==> config.mk <==
export PLATFORM = sky130hd
export DESIGN_NAME = seg_scan_capture
export DESIGN_NICKNAME = d
export VERILOG_FILES = /design/src/rtl/seg_scan_capture.sv
export SDC_FILE = /design/constraint.sdc
export NUM_CORES = 1
export LEC_CHECK = 0
export CORE_MARGIN = 1
export CORE_UTILIZATION = 58
export DETAILED_ROUTE_END_ITERATION = 10
export PLACE_DENSITY = 0.81
export SYNTH_ARGS = -nofsm -noshare
export SYNTH_HDL_FRONTEND = slang
export SYNTH_SLANG_ARGS = --single-unit
==> constraint.sdc <==
create_clock -name clk -period 5.51 [get_ports clk]
set_input_delay 1.102 -clock clk [delete_from_list [all_inputs] [get_ports clk]]
set_output_delay 1.102 -clock clk [all_outputs]
set_load 0.1 [all_outputs]
==> src/rtl/seg_scan_capture.sv <==
// Captures the hex value shown on a scanned, active-low 8-digit 7-segment bus.
// Each digit is accepted after STABLE_CYCLES identical synchronised samples.
module seg_scan_capture #(
  parameter int unsigned STABLE_CYCLES = 4
) (
  input  logic        clk,
  input  logic        rst,
  input  logic [7:0]  dataout_in,
  input  logic [7:0]  en_in,
  input  logic        clr_err,
  output logic [31:0] digits,
  output logic [7:0]  digit_valid,
  output logic [7:0]  err_flags,
  output logic        frame_done
);

  localparam logic [7:0] StableCnt = 8'(STABLE_CYCLES);

  logic [7:0]  seg_s1_q, seg_s2_q, en_s1_q, en_s2_q;
  logic [7:0]  seg_p_q, en_p_q;
  logic [7:0]  cnt_q, cnt_d;
  logic [7:0]  mask_q, mask_d;
  logic [31:0] digits_d;
  logic [7:0]  valid_d, err_d;
  logic [7:0]  sel;
  logic        one_hot, pair_same, cap;
  logic [4:0]  dec;

  // Returns {code_ok, nibble}; dp is not part of the pattern.
  function automatic logic [4:0] decode(input logic [6:0] s);
    logic [4:0] r;
    case (s)
      7'h40:   r = {1'b1, 4'h0};
      7'h79:   r = {1'b1, 4'h1};
      7'h24:   r = {1'b1, 4'h2};
      7'h30:   r = {1'b1, 4'h3};
      7'h19:   r = {1'b1, 4'h4};
      7'h12:   r = {1'b1, 4'h5};
      7'h02:   r = {1'b1, 4'h6};
      7'h78:   r = {1'b1, 4'h7};
      7'h00:   r = {1'b1, 4'h8};
      7'h18:   r = {1'b1, 4'h9};
      7'h08:   r = {1'b1, 4'hA};
      7'h03:   r = {1'b1, 4'hB};
      7'h46:   r = {1'b1, 4'hC};
      7'h21:   r = {1'b1, 4'hD};
      7'h06:   r = {1'b1, 4'hE};
      7'h0E:   r = {1'b1, 4'hF};
      default: r = 5'b0_0000;
    endcase
    return r;
  endfunction

  always_comb begin
    sel       = ~en_s2_q;
    one_hot   = (sel != 8'h00) && ((sel & (sel - 8'd1)) == 8'h00);
    pair_same = (en_s2_q == en_p_q) && (seg_s2_q == seg_p_q);
    dec       = decode(seg_s2_q[6:0]);

    if (!one_hot) begin
      cnt_d = 8'd0;
    end else if (!pair_same || cnt_q == 8'd0) begin
      cnt_d = 8'd1;
    end else if (cnt_q < StableCnt) begin
      cnt_d = cnt_q + 8'd1;
    end else begin
      cnt_d = cnt_q;
    end

    // Fires once per dwell: only on the transition into saturation.
    cap = one_hot && (cnt_d == StableCnt) && (cnt_q != StableCnt);

    digits_d = digits;
    valid_d  = digit_valid;
    err_d    = clr_err ? 8'h00 : err_flags;
    // A full mask is consumed by this edge's frame_done pulse.
    mask_d   = (mask_q == 8'hFF) ? 8'h00 : mask_q;

    for (int i = 0; i < 8; i++) begin
      if (cap && sel[i]) begin
        if (dec[4]) begin
          digits_d[4*i +: 4] = dec[3:0];
          valid_d[i]         = 1'b1;
          mask_d[i]          = 1'b1;
        end else begin
          err_d[i] = 1'b1;
        end
      end
    end
  end

  always_ff @(posedge clk or negedge rst) begin
    if (!rst) begin
      seg_s1_q    <= 8'hFF;
      seg_s2_q    <= 8'hFF;
      en_s1_q     <= 8'hFF;
      en_s2_q     <= 8'hFF;
      seg_p_q     <= 8'hFF;
      en_p_q      <= 8'hFF;
      cnt_q       <= 8'd0;
      mask_q      <= 8'h00;
      digits      <= 32'h0;
      digit_valid <= 8'h00;
      err_flags   <= 8'h00;
      frame_done  <= 1'b0;
    end else begin
      seg_s1_q    <= dataout_in;
      seg_s2_q    <= seg_s1_q;
      en_s1_q     <= en_in;
      en_s2_q     <= en_s1_q;
      seg_p_q     <= seg_s2_q;
      en_p_q      <= en_s2_q;
      cnt_q       <= cnt_d;
      mask_q      <= mask_d;
      digits      <= digits_d;
      digit_valid <= valid_d;
      err_flags   <= err_d;
      frame_done  <= (mask_q == 8'hFF);
    end
  end

endmodule

==> key figures <==
STA
  – TNS Setup: 0 ns
  – Tmin final: approximately 3.1 ns
  – Max Clk Rate: roughly 0.32 GHz
  – Final period util: 57.1%
  – Rel. slew slack: between 30 and 40%
  – Pins Over Slew Limit: 0
  – Setup violators final: 0
  – RSZ-0062 raised after global routing: false
  – Fin. Hold Viols: 0
  – Clock Skews: between 0.01 and 0.015 ns
  – Worst Tran Pin Value: 0.989 ns

Power and ir drop
  – Sequential share of power: between 40% and 50%
  – P per Cell Area: 339 nW/µm²
  – P_sw: between 0.4 and 0.5 mW
  – Switch share: between 20 and 25%
  – Internal power: roughly 1.6 mW
  – Comb power frac: under 10%
  – Peak supply drop: 0.000290 V
  – Leakage power: 2.53 nW
  – Clk network pwr share: a little over half

Outcome
  – Status: finished, final reports clean

Synthesis
  – Async set or reset register ratio after synthesis: between 90% and 100%
  – EDFF count, synth: 0
  – Post-synth top cells: dfrtp_1 (65), dfstp_2 (48), inv_1 (23), xnor2_1 (18)
  – Yosys reg bits: about 110
  – Distinct cells, synth: 58
  – Syn avg cell area: ~13 µm²
  – Area leader, netlist: dfrtp_1
  – Most common cell in the netlist: dfrtp_1
  – Syn_nets: 379
  – Synth area leaders: dfrtp_1 (35%), dfstp_2 (27%), xnor2_1 (3.4%)
  – Post-synthesis cell count: ~360
  – Yosys top cell area share: 35.3%
  – Synth warnings: 0
  – Seq/Total Area, Yosys: a little over three fifths
  – Main synth FF type: dfrtp_1
  – Mapped cell area: ~4600 µm²

Clock network
  – CTS tree: done
  – Worst-skew pair later-pin latency: ~0.52 ns
  – Clk sinks: 113
  – CTS root buffer: clkbuf_8
  – CTS buffer count: 17
  – Longest Clk Path Bufs: 2
  – Post-CTS Setup Inserts: 0
  – PostCTS Resize Cnt: 0
  – Hold_buf cts: 0
  – H-tree depth: 4
  – Clock transition at path regs: approximately 0.060 ns

Critical path
  – Worst Path Arrival: around 2.1 ns
  – Crit path max-delay family: buffers and inverters
  – Worst r2r src: seg_s2_q[5]
  – Critical path peak fanout: 2
  – CP max stage cell: clkdlybuf4s50_1
  – CP cell instances: clkdlybuf4s50_1
  – Crit end category: primary output
  – Max incr delay on CP: around 1.1 ns
  – Setup crit start kind: register
  – CP Launch Point: digits[27]
  – Crit path kind: register to primary output
  – Worst EP required: around 4.4 ns
  – CP bufs+invs: 1

Route
  – Post-route ant nets: 0
  – Wire per inst: ~16 µm
  – Final WL: 8790 µm
  – Pre-antenna DRT Iters: 5
  – Post-route DRC: 0
  – 1st-iter DRT viols: between 200 and 250
  – Avg Vias per Cell: around 5.5
  – Vias: about 3000

Layout
  – # diodes: 0
  – Finished layout cell area: 5890 µm²
  – Final net count: 450
  – Share of layout cells above drive strength 1: a little under 30%
  – Filler cells: 476
  – Synthesis-to-layout area growth: 28.0%

Hold path
  – HP Class: register to register
  – Hold Crit Start: en_s1_q[3]

Global routing
  – Largest net degree at the start of global routing: 65
  – Overall global routing resource usage: 23.5%
  – Vias in the first global route: just under 3000
  – Total gr overflow: 0
  – First-pass GRT wire length: about 15000 µm
  – Initial antenna violation count: 0

Floorplanning
  – Io pins: 68
  – Die height: around 91 µm
  – Core Area: slightly below 8000 µm²
  – Starting Density: approximately three fifths
  – # rows: 32
  – Die ar.: between 8000 and 9000 µm²
  – Die W: between 90 and 100 µm

Place
  – PortBufs: 67
  – Cell area after placement: about 5300 µm²
  – Placer's final routability congestion estimate: around 0.84
  – Post-DP HPWL: slightly below 6000 µm

Flow run
  – Max-cap violations: 0
[path summary, 6_finish.rpt]
path | endpoint | slack (ns) | cells past startpoint
hold / removal | en_s2_q[3] | 0.35 | 0
max in group asynchronous | cnt_q[1] | 3.74 | 2
setup / recovery | digits[27] | 2.36 | 1
hold reg to reg | en_s2_q[3] | 0.35 | 0
setup reg to reg | digits[29] | 2.54 | 6
min in group asynchronous | digits[12] | 0.66 | 1
[stage by stage]
| step | hold slack [ns] | std cells | total power, mW | utilization, % | setup WS (ns) |
|---|---|---|---|---|---|
| 2_1_floorplan | 0.345 | 358 | 0.929 | - | 3.14 |
| 3_3_place_gp | 0.346 | 512 | 0.962 | 69.1 | 2.64 |
| 3_5_place_dp | 0.347 | 512 | 0.965 | 69.1 | 2.58 |
| 4_1_cts | 0.355 | 544 | 2.02 | 76.7 | 2.34 |
| 5_1_grt | 0.354 | 544 | 2.06 | 76.7 | 2.32 |
| 6_report | 0.353 | 544 | 2.00 | 76.7 | 2.36 |
[logic make-up (layout without fill, tap and decap cells)]
group / count (synthesis) / after routing / share of synthesized area (%)
DFF: 113 / 113 / 62.7
buffers and inverters: 41 / 125 / 4.35
and+or+nand+nor: 104 / 104 / 14.8
adders and majority gates: 3 / 3 / 0.761
muxes: 18 / 18 / 4.84
AOI/OAI and AO/OA: 61 / 61 / 9.10
xor gates and xnor gates: 18 / 18 / 3.42
[cells in the final DEF (no fill, tap or decap), drive strengths merged, types with 2 or more instances in the layout]
cell	n
clkdlybuf4s50	66
nand4	8
o21ai	17
o2111ai	2
o31ai	8
and4	3
nor3b	4
nand2b	5
ha	2
a2111oi	2
buf	4
mux2	16
a21oi	5
nand3b	4
and3	3
nor4b	4
clkinv	8
nor4	2
xnor2	18
nor2	17
nor2b	4
a32oi	2
o22ai	9
clkbuf	18
inv	27
mux2i	2
or2	17
nand2	9
dfrtp	65
dfstp	48
bufinv	2
or3	9
a21o	9
nor3	11
[routing by layer]
layer	part of all wire [%]	GRT usage, %	routed length [µm]	vias up
met5	0	0	0	-
met4	1.6	10.2	144	0
met3	4.2	6.70	368	15
met2	51	37.8	4480	79
met1	43	29.8	3800	1511
li1	-	-	-	1397
[final cells by class]
cell class                      instances  area [µm²]  area share, %
Timing Repair Buffer                   70         691           11.7
Tap cell                              102         128           2.17
Inverter                               23        86.3           1.46
Clock inverter                         14         156           2.65
Clock buffer                           18         428           7.26
Sequential cell                       113        2890           49.0
Multi-Input combinational cell        204        1520           25.7
[flip-flops by register name, indices dropped and copies added (netlist names)]
name,count
cnt_q,8
digit_valid,8
digits,32
en_p_q,8
en_s1_q,8
en_s2_q,8
err_flags,8
frame_done,1
mask_q,8
seg_p_q,8
seg_s1_q,8
seg_s2_q,8
[power groups by stage]
stage | sequential (mW) | clock [mW] | combinational (mW)
6_report | 0.886 | 1.05 | 0.0669
5_1_grt | 0.888 | 1.10 | 0.0749
3_3_place_gp | 0.896 | 0 | 0.0663
3_5_place_dp | 0.898 | 0 | 0.0670
4_1_cts | 0.886 | 1.06 | 0.0685
2_1_floorplan | 0.886 | 0 | 0.0434
(Power assumes the default switching activity.)
